<file path="src/rtl/conv_2d_coef_loader_if.sv">
`default_nettype none
// ============================================================================
// Module   : axi4_lite_if
// Purpose  : AXI4-Lite bundle (32-bit address, 32-bit data) with master and
//            slave views. Used by conv_2d_coef_loader to reach conv_2d_csr.
// Ports    : none; signals are grouped per AXI channel (AW, W, B, AR, R).
// Revision : 1.0 - initial release
// ============================================================================
interface axi4_lite_if;
    // Write address channel
    logic        awvalid;
    logic        awready;
    logic [31:0] awaddr;
    logic [2:0]  awprot;
    // Write data channel
    logic        wvalid;
    logic        wready;
    logic [31:0] wdata;
    logic [3:0]  wstrb;
    // Write response channel
    logic        bvalid;
    logic        bready;
    logic [1:0]  bresp;
    // Read address channel
    logic        arvalid;
    logic        arready;
    logic [31:0] araddr;
    logic [2:0]  arprot;
    // Read data channel
    logic        rvalid;
    logic        rready;
    logic [31:0] rdata;
    logic [1:0]  rresp;

    modport master (
        output awvalid, awaddr, awprot, wvalid, wdata, wstrb, bready,
               arvalid, araddr, arprot, rready,
        input  awready, wready, bvalid, bresp, arready, rvalid, rdata, rresp
    );

    modport slave (
        input  awvalid, awaddr, awprot, wvalid, wdata, wstrb, bready,
               arvalid, araddr, arprot, rready,
        output awready, wready, bvalid, bresp, arready, rvalid, rdata, rresp
    );
endinterface
`default_nettype wire

</file>
<file path="src/rtl/conv_2d_coef_loader.sv">
`default_nettype none
// ============================================================================
// Module   : conv_2d_coef_loader
// Purpose  : AXI4-Lite master that turns each accepted (index, value)
//            coefficient into four CSR writes on conv_2d_csr:
//            COEF_NUM, COEF_VAL, WR_STB=1, WR_STB=0.
// Ports    : clk_i, rst_n_i (async, active-low)
//            coef_valid_i / coef_ready_o / coef_num_i / coef_val_i : input
//              coefficient handshake
//            busy_o    : write sequence in progress
//            err_o     : sticky, set by any non-OKAY write response
//            err_clr_i : synchronous clear of err_o (a new error wins)
//            csr_o     : AXI4-Lite master port (read channel tied off)
// Revision : 1.0 - initial release
// ============================================================================
module conv_2d_coef_loader #(
    parameter logic [31:0] BASE_ADDR = 32'h0000_0000
) (
    input  logic        clk_i,
    input  logic        rst_n_i,
    input  logic        coef_valid_i,
    output logic        coef_ready_o,
    input  logic [5:0]  coef_num_i,
    input  logic [15:0] coef_val_i,
    output logic        busy_o,
    output logic        err_o,
    input  logic        err_clr_i,
    axi4_lite_if.master csr_o
);

    // conv_2d_csr register indices (word offsets from BASE_ADDR)
    localparam logic [1:0] c_WR_STB_CR   = 2'd0;
    localparam logic [1:0] c_COEF_NUM_CR = 2'd1;
    localparam logic [1:0] c_COEF_VAL_CR = 2'd2;

    localparam logic [1:0] c_ST_IDLE      = 2'd0;
    localparam logic [1:0] c_ST_ADDR_DATA = 2'd1;
    localparam logic [1:0] c_ST_WAIT_B    = 2'd2;

    localparam logic [1:0] c_STEP_LAST = 2'd3;

    logic [1:0]  r_state,   w_state_nxt;
    logic [1:0]  r_step,    w_step_nxt;
    logic [5:0]  r_num,     w_num_nxt;
    logic [15:0] r_val,     w_val_nxt;
    logic        r_awvalid, w_awvalid_nxt;
    logic        r_wvalid,  w_wvalid_nxt;
    logic [31:0] r_awaddr,  w_awaddr_nxt;
    logic [31:0] r_wdata,   w_wdata_nxt;
    logic [3:0]  r_wstrb,   w_wstrb_nxt;
    logic        r_err,     w_err_nxt;

    logic        w_launch;
    logic        w_aw_hs;
    logic        w_w_hs;
    logic        w_b_err;

    // Payload of the write about to be launched: step 0 out of IDLE using the
    // live inputs, otherwise the step following the one just completed.
    logic [1:0]  w_ld_step;
    logic [5:0]  w_ld_num;
    logic [15:0] w_ld_val;
    logic [1:0]  w_ld_reg;
    logic [31:0] w_ld_addr;
    logic [31:0] w_ld_data;
    logic [3:0]  w_ld_strb;

    assign w_ld_step = (r_state == c_ST_IDLE) ? 2'd0 : (r_step + 2'd1);
    assign w_ld_num  = (r_state == c_ST_IDLE) ? coef_num_i : r_num;
    assign w_ld_val  = (r_state == c_ST_IDLE) ? coef_val_i : r_val;

    always_comb begin
        w_ld_reg  = c_WR_STB_CR;
        w_ld_data = 32'd0;
        w_ld_strb = 4'b0001;
        case (w_ld_step)
            2'd0: begin
                w_ld_reg  = c_COEF_NUM_CR;
                w_ld_data = {26'd0, w_ld_num};
            end
            2'd1: begin
                w_ld_reg  = c_COEF_VAL_CR;
                w_ld_data = {16'd0, w_ld_val};
                w_ld_strb = 4'b0011;
            end
            2'd2:    w_ld_data = 32'd1;
            default: w_ld_data = 32'd0;
        endcase
    end

    assign w_ld_addr = BASE_ADDR + {28'd0, w_ld_reg, 2'b00};

    assign w_aw_hs = r_awvalid && csr_o.awready;
    assign w_w_hs  = r_wvalid  && csr_o.wready;
    assign w_b_err = (r_state == c_ST_WAIT_B) && csr_o.bvalid && (csr_o.bresp != 2'b00);

    // Next-state logic. AW and W are launched together and retired
    // independently; WAIT_B is entered only once both have handshaken, which
    // keeps exactly one write outstanding.
    always_comb begin
        w_state_nxt   = r_state;
        w_step_nxt    = r_step;
        w_num_nxt     = r_num;
        w_val_nxt     = r_val;
        w_awvalid_nxt = r_awvalid;
        w_wvalid_nxt  = r_wvalid;
        w_awaddr_nxt  = r_awaddr;
        w_wdata_nxt   = r_wdata;
        w_wstrb_nxt   = r_wstrb;
        w_launch      = 1'b0;

        case (r_state)
            c_ST_IDLE: begin
                if (coef_valid_i) begin
                    w_num_nxt   = coef_num_i;
                    w_val_nxt   = coef_val_i;
                    w_step_nxt  = 2'd0;
                    w_launch    = 1'b1;
                    w_state_nxt = c_ST_ADDR_DATA;
                end
            end
            c_ST_ADDR_DATA: begin
                if (w_aw_hs) w_awvalid_nxt = 1'b0;
                if (w_w_hs)  w_wvalid_nxt  = 1'b0;
                if (!w_awvalid_nxt && !w_wvalid_nxt) w_state_nxt = c_ST_WAIT_B;
            end
            c_ST_WAIT_B: begin
                if (csr_o.bvalid) begin
                    if (r_step == c_STEP_LAST) begin
                        w_state_nxt = c_ST_IDLE;
                    end else begin
                        w_step_nxt  = r_step + 2'd1;
                        w_launch    = 1'b1;
                        w_state_nxt = c_ST_ADDR_DATA;
                    end
                end
            end
            default: w_state_nxt = c_ST_IDLE;
        endcase

        if (w_launch) begin
            w_awvalid_nxt = 1'b1;
            w_wvalid_nxt  = 1'b1;
            w_awaddr_nxt  = w_ld_addr;
            w_wdata_nxt   = w_ld_data;
            w_wstrb_nxt   = w_ld_strb;
        end
    end

    // A new error in the same cycle as a clear keeps the flag set.
    assign w_err_nxt = w_b_err | (r_err & ~err_clr_i);

    always_ff @(posedge clk_i or negedge rst_n_i) begin
        if (!rst_n_i) begin
            r_state   <= c_ST_IDLE;
            r_step    <= 2'd0;
            r_num     <= 6'd0;
            r_val     <= 16'd0;
            r_awvalid <= 1'b0;
            r_wvalid  <= 1'b0;
            r_awaddr  <= 32'd0;
            r_wdata   <= 32'd0;
            r_wstrb   <= 4'd0;
            r_err     <= 1'b0;
        end else begin
            r_state   <= w_state_nxt;
            r_step    <= w_step_nxt;
            r_num     <= w_num_nxt;
            r_val     <= w_val_nxt;
            r_awvalid <= w_awvalid_nxt;
            r_wvalid  <= w_wvalid_nxt;
            r_awaddr  <= w_awaddr_nxt;
            r_wdata   <= w_wdata_nxt;
            r_wstrb   <= w_wstrb_nxt;
            r_err     <= w_err_nxt;
        end
    end

    assign coef_ready_o = (r_state == c_ST_IDLE);
    assign busy_o       = (r_state != c_ST_IDLE);
    assign err_o        = r_err;

    assign csr_o.awvalid = r_awvalid;
    assign csr_o.awaddr  = r_awaddr;
    assign csr_o.awprot  = 3'd0;
    assign csr_o.wvalid  = r_wvalid;
    assign csr_o.wdata   = r_wdata;
    assign csr_o.wstrb   = r_wstrb;
    assign csr_o.bready  = (r_state == c_ST_WAIT_B);

    // Write-only master: the read channel is permanently idle.
    assign csr_o.arvalid = 1'b0;
    assign csr_o.araddr  = 32'd0;
    assign csr_o.arprot  = 3'd0;
    assign csr_o.rready  = 1'b1;

    logic w_unused_rd;
    assign w_unused_rd = &{1'b0, csr_o.arready, csr_o.rvalid, csr_o.rdata, csr_o.rresp};

endmodule
`default_nettype wire

</file>
<file path="src/flat_wrapper.sv">
// flat-port wrapper written by rule: the top's interface ports become plain ports
module conv_2d_coef_loader_flat 
#(
    parameter logic [31:0] BASE_ADDR = 32'h0000_0000
)
  (clk_i, rst_n_i, coef_valid_i, coef_ready_o, coef_num_i, coef_val_i, busy_o, err_o, err_clr_i, csr_o_awvalid, csr_o_awaddr, csr_o_awprot, csr_o_wvalid, csr_o_wdata, csr_o_wstrb, csr_o_bready, csr_o_arvalid, csr_o_araddr, csr_o_arprot, csr_o_rready, csr_o_awready, csr_o_wready, csr_o_bvalid, csr_o_bresp, csr_o_arready, csr_o_rvalid, csr_o_rdata, csr_o_rresp);
  axi4_lite_if csr_o_i ();
  input  logic clk_i;
  input  logic rst_n_i;
  input  logic coef_valid_i;
  output logic coef_ready_o;
  input  logic [5:0] coef_num_i;
  input  logic [15:0] coef_val_i;
  output logic busy_o;
  output logic err_o;
  input  logic err_clr_i;
  output wire logic [$bits(csr_o_i.awvalid)-1:0] csr_o_awvalid;
  output wire logic [$bits(csr_o_i.awaddr)-1:0] csr_o_awaddr;
  output wire logic [$bits(csr_o_i.awprot)-1:0] csr_o_awprot;
  output wire logic [$bits(csr_o_i.wvalid)-1:0] csr_o_wvalid;
  output wire logic [$bits(csr_o_i.wdata)-1:0] csr_o_wdata;
  output wire logic [$bits(csr_o_i.wstrb)-1:0] csr_o_wstrb;
  output wire logic [$bits(csr_o_i.bready)-1:0] csr_o_bready;
  output wire logic [$bits(csr_o_i.arvalid)-1:0] csr_o_arvalid;
  output wire logic [$bits(csr_o_i.araddr)-1:0] csr_o_araddr;
  output wire logic [$bits(csr_o_i.arprot)-1:0] csr_o_arprot;
  output wire logic [$bits(csr_o_i.rready)-1:0] csr_o_rready;
  input wire logic [$bits(csr_o_i.awready)-1:0] csr_o_awready;
  input wire logic [$bits(csr_o_i.wready)-1:0] csr_o_wready;
  input wire logic [$bits(csr_o_i.bvalid)-1:0] csr_o_bvalid;
  input wire logic [$bits(csr_o_i.bresp)-1:0] csr_o_bresp;
  input wire logic [$bits(csr_o_i.arready)-1:0] csr_o_arready;
  input wire logic [$bits(csr_o_i.rvalid)-1:0] csr_o_rvalid;
  input wire logic [$bits(csr_o_i.rdata)-1:0] csr_o_rdata;
  input wire logic [$bits(csr_o_i.rresp)-1:0] csr_o_rresp;
  assign csr_o_awvalid = csr_o_i.awvalid;
  assign csr_o_awaddr = csr_o_i.awaddr;
  assign csr_o_awprot = csr_o_i.awprot;
  assign csr_o_wvalid = csr_o_i.wvalid;
  assign csr_o_wdata = csr_o_i.wdata;
  assign csr_o_wstrb = csr_o_i.wstrb;
  assign csr_o_bready = csr_o_i.bready;
  assign csr_o_arvalid = csr_o_i.arvalid;
  assign csr_o_araddr = csr_o_i.araddr;
  assign csr_o_arprot = csr_o_i.arprot;
  assign csr_o_rready = csr_o_i.rready;
  assign csr_o_i.awready = csr_o_awready;
  assign csr_o_i.wready = csr_o_wready;
  assign csr_o_i.bvalid = csr_o_bvalid;
  assign csr_o_i.bresp = csr_o_bresp;
  assign csr_o_i.arready = csr_o_arready;
  assign csr_o_i.rvalid = csr_o_rvalid;
  assign csr_o_i.rdata = csr_o_rdata;
  assign csr_o_i.rresp = csr_o_rresp;
  conv_2d_coef_loader #(.BASE_ADDR(BASE_ADDR)) u_core (.clk_i(clk_i), .rst_n_i(rst_n_i), .coef_valid_i(coef_valid_i), .coef_ready_o(coef_ready_o), .coef_num_i(coef_num_i), .coef_val_i(coef_val_i), .busy_o(busy_o), .err_o(err_o), .err_clr_i(err_clr_i), .csr_o(csr_o_i));
endmodule
</file>
<file path="config.mk">
export PLATFORM = sky130hd
export DESIGN_NAME = conv_2d_coef_loader_flat
export DESIGN_NICKNAME = d
export VERILOG_FILES = /design/src/rtl/conv_2d_coef_loader_if.sv /design/src/rtl/conv_2d_coef_loader.sv /design/src/flat_wrapper.sv
export SDC_FILE = /design/constraint.sdc
export NUM_CORES = 1
export LEC_CHECK = 0
export BUFFER_PORTS_ARGS = -buffer_cell sky130_fd_sc_hd__buf_2
export CAP_MARGIN = 20
export CORE_AREA = 2 2 89 91
export CTS_CLUSTER_DIAMETER = 60
export DETAILED_ROUTE_END_ITERATION = 10
export DIE_AREA = 0 0 91 93
export GPL_TIMING_DRIVEN = 0
export PLACE_DENSITY_LB_ADDON = 0.15
export SLEW_MARGIN = 10
export SYNTH_ARGS = -nofsm -noshare
export SYNTH_HDL_FRONTEND = slang
export SYNTH_SLANG_ARGS = --single-unit
</file>
<file path="constraint.sdc">
create_clock -name clk_i -period 1.65 [get_ports clk_i]
set_input_delay 0.165 -clock clk_i [delete_from_list [all_inputs] [get_ports clk_i]]
set_output_delay 0.165 -clock clk_i [all_outputs]
set_load 0.1 [all_outputs]
</file>
# == Yosys cells after proc, flatten, opt, wreduce, memory -nomap -nowiden ==
# Index checks and enable logic that the tools add are counted.
# classes
n_addsub,1
n_eq_ne,9
muxes,27
n_bitwise,3
n_reduce_logical,16
# op_table
cell,n
case mux 16 bit (3 select lines),1
two-way mux 16 bit,1
two-way mux 2 bit,8
two-way mux 1 bit,12
case mux 2 bit (2 select lines),2
nonzero test 2 bit,4
"== test 2 bit, second input constant",3
two-way mux 6 bit,1
case mux 2 bit (3 select lines),1
logical AND 1 bit,5
"== test 2 x 1 -> 1 bit, second input constant",2
zero test 2 bit,2
"!= test 2 x 1 -> 1 bit, second input constant",2
"!= test 2 bit, second input constant",2
AND reduction 4 bit,1
AND reduction 3 bit,1
"adder 2 x 1 -> 2 bit, second input constant",1
zero test 1 bit,2
case mux 1 bit (2 select lines),1
AND reduction 2 bit,1
AND 1 bit,1
inverter 1 bit,1
bitwise OR 1 bit,1
# word_totals
regBits,67
output_inout_bits,114
wordCells,66

# == Depth between registers and ports, before layout ==
# logic_depth
ltp_word,7
ltp_mapped,6
mapped_depth_nobuf,4

# == Worst setup path before layout ==
# OpenSTA, ideal clock, no wires.
# synth_timing
path_kind,reg2reg
startpoint,register u_core.r_state[1]
endpoint,register u_core.r_wdata[5] (netlist: u_core.csr_o.wdata[5])
t_arrival_ns,1.748
setup_slack_ns,-0.192
path_stages_with_launch,6
period_less_slack_ns,1.842
path_cell_list,dfrtp_1 > or2_1 > buf_2 > inv_1 > nor4b_4 > a211oi_1
# synth_via
elab_chain_cells,4
elab_cells_between_ends,10
cone_classes,eq/ne: 3; mux: 5; reduce/logical: 2
# synth_rtl
item,line,rtl
"start, declared",conv_2d_coef_loader.sv:42,"logic [1:0] r_state, w_state_nxt;"
"start signal, assigned",conv_2d_coef_loader.sv:155,r_state <= c_ST_IDLE;
"start signal, assigned",conv_2d_coef_loader.sv:166,r_state <= w_state_nxt;
zero test 2 bit (*),--,
via coef_ready_o,flat_wrapper.sv:11,output logic coef_ready_o;
two-way mux 2 bit,conv_2d_coef_loader.sv:68,assign w_ld_step = (r_state == c_ST_IDLE) ? 2'd0 : (r_step + 2'd1);
"== test 2 bit, or another cell as far along",conv_2d_coef_loader.sv:76,case (w_ld_step)
case mux 16 bit (3 select lines),conv_2d_coef_loader.sv:76,
"end signal, assigned",conv_2d_coef_loader.sv:173,r_wdata <= w_wdata_nxt;
"end, declared",conv_2d_coef_loader.sv:49,"logic [31:0] r_wdata, w_wdata_nxt;"
# Mark *: on every way through the listed nets, which the timed path passes. The rest lies on a longest branch.
# A chain may end at the register's enable or synchronous reset.

# == Worst setup path after layout ==
# layout_timing
startpoint,register u_core.r_state[0]
endpoint,output coef_ready_o
# layout_via
elab_chain_cells,1
# layout_rtl
item,line,rtl
zero test 2 bit,conv_2d_coef_loader.sv:179,assign coef_ready_o = (r_state == c_ST_IDLE);
"end, declared",flat_wrapper.sv:11,
# Every way passes these cells.

==> results.md <==
• status: completed
• Post-synth EDFFs: 0
• Post-DP HPWL: 4.65 mm
• most used flip-flop cell after synthesis: dfrtp_1
• area delta synth->final: 35.6%
• netlist area before placement: 2840 µm²
• clock root cell: clkbuf_8
• ys async rst share: 100%
• gate count after technology mapping: 319
• worst-case clock buffer depth: 2
• global placer's final weighted congestion: 0.812
• post-detailed-route count of antenna-violating nets: 0
• yosys warns: 0
• number of global-route vias before repair: 2081
• die width: 91 µm
• clock latency on the worst-skew pair: 0.30 ns
• total inserted antenna cells: 0
• clock tree sinks: 48
• launching point of the worst reg2reg path: u_core.r_step[0]
• origin of the worst min-delay path: err_clr_i
• syn_area_per_cell: 8.90 µm²
• ratio of routed vias to standard cells: 4.04
• share of synthesized area occupied by flip-flops and latches: 42.3%
• final setup fails: 0
• fraction of final layout cells sized beyond drive strength 1: 39.1%
• critical path peak fanout: 6
• GR Overflow Total: 0
• number of H-tree branching levels: 2
• WP data arrival: 1.42 ns
• max-cap violations: 0
• top post-synthesis cells by count: 89 x buf_4, 69 x nand2_1, 48 x dfrtp_1, 24 x nand3_1, 12 x buf_2
• post-detailed-routing wire length: 6.33 mm
• starting DRC count in detailed routing: 132
• wire length per cell after detailed routing: 10.9 µm
• total vias in the final route: 2334
• worst setup skew after layout: 0.00448 ns
• post-layout minimum cycle time: 1.58 ns
• peak clock frequency supported by timing: 631 MHz
• Core ar.: 7530 µm²
• Placement Rows: 32
• PortBufs: 56
• Slew Viols, Final: 0
• number of antenna violations at the first check in global routing: 0
• Setup crit start: u_core.r_state[0]
• cell area after placement: 3580 µm²
• kind of end point of the critical path: output port
• maximum number of pins on one net before global-route repair: 49
• WP data required: 1.48 ns
• flop and latch count out of synthesis: 48
• kind of launch point of the worst setup path: flop
• cell type contributing the most total cell area after synthesis: dfrtp_1
• top-count cell post-synth: buf_4
• wire length of the first global-routing pass: 9.92 mm
• Clock Pin Slew Worst Setup and Hold Paths: 0.08 ns
• CTS tree: built
• RSZ-0062 raised after global routing: true
• final routed DRC violation total: 0
• CP Class: flop to output port
• class of the tightest hold or removal check: input port to flop
• Hold Slack: 0.0414 ns
• hold violation total from the final report: 0
• Pre-Repair DR Iteration Count: 4
• number of unique standard cell types used by synthesis: 34
• Total GRT Usage: 14.6%
• die extent in y: 93 µm
• Boundary Pins: 181
• total die area: 8460 µm²
• nets: 544
• proportion of netlist area held by the largest area contributor: 42.3%
• starting density of the core: 37.7%
• fraction of the cycle the final worst path needs: 96.0%
• clock buffer count from CTS: 5
• ranking of synthesized cells by area: dfrtp_1 42%, buf_4 24%, nand2_1 9.1%
• Layout Cell Area excl Fill: 3850 µm²
[layout by cell type (no fill, tap or decap), types with 6 or more instances in the layout]
| cell | n |
|---|---|
| buf_4 | 96 |
| conb_1 | 88 |
| nand2_1 | 69 |
| buf_2 | 60 |
| dfrtp_1 | 46 |
| nand3_1 | 24 |
| nor3b_1 | 7 |
| o21ai_1 | 7 |
| o21ai_0 | 6 |
[area by class of cell]
type                    instances  area, µm²
plain buffers                 106        793
clock buffers                   6       72.6
clock inverters                 1       5.00
fillers                       714       3680
inverters                       5       22.5
multi-input cells             245       1200
flip-flops and latches         48       1200
well taps                     102        128
repair buffers                 65        420
[sequential cells by signal (all words and copies together), names as in the netlist]
signal	cells
u_core.csr_o.wvalid	1
u_core.r_step	2
u_core.r_val	16
u_core.csr_o.wdata	16
u_core.r_state	2
u_core.csr_o.awaddr	1
u_core.r_num	6
u_core.csr_o.awvalid	1
u_core.err_o	1
u_core.csr_o.wstrb	2
[per-layer routing]
metal | vias to the layer above | global-route usage [%] | part of all wire (%)
li1 | 1188 | - | -
met1 | 1044 | 18.7 | 43
met2 | 95 | 24.5 | 49
met3 | 7 | 2.74 | 6.7
met4 | 0 | 5.93 | 1.6
met5 | - | 0 | 0
[worst max-delay path, cell delays in order (launching register included)]
cell and delay (ns):
dfrtp_1 0.41, or2_1 0.25, buf_6 0.14, clkinvlp_4 0.13, buf_12 0.18
[repair_timing]
action | CTS | global route
hold endpoints to repair | 0 | 10
gates resized for setup | 19 | 11
setup buffers | 4 | 3
endpoints found under the setup margin | 25 | 16
hold buffers | 0 | 1
pin swaps | 2 | 2
[metrics by stage]
| step | worst slack (ns) | utilization [%] | instances | TNS [ns] |
|---|---|---|---|---|
| 5_1_grt | -0.00446 | 51.1 | 578 | -0.00446 |
| 4_1_cts | 0.00687 | 49.9 | 573 | 0 |
| 3_3_place_gp | -0.223 | 47.5 | 563 | -3.00 |
| 2_1_floorplan | -0.0277 | - | 405 | -0.138 |
| 6_report | 0.0661 | 51.1 | 578 | 0 |
| 3_5_place_dp | -0.256 | 47.5 | 563 | -3.36 |
[path summary, 6_finish.rpt]
path	to	slack (ns)	cells past startpoint
min in group asynchronous	u_core.r_val[3]	0.27	2
max	coef_ready_o	0.07	4
min	u_core.err_o	0.04	2
max reg2reg	u_core.csr_o.awaddr[2]	0.08	4
max in group asynchronous	u_core.r_step[0]	0.89	3
min reg2reg	u_core.csr_o.wstrb[0]	0.47	1
[cell families (layout without fill, tap and decap cells)]
| group | count (synthesis) | count (layout) | share of synthesized area [%] |
|---|---|---|---|
| buffers and inverters | 112 | 183 | 27.9 |
| AND/OR/NAND/NOR | 118 | 118 | 20.0 |
| other | 2 | 88 | 0.265 |
| adder cells (fa/ha/maj) | 1 | 1 | 0.441 |
| AO/OA/AOI/OAI | 38 | 38 | 9.08 |
| flip-flops | 48 | 48 | 42.3 |
Power is left out: the tool's default activity adds up to more than one toggle a clock period on the data nets, which glitch-free logic cannot reach.
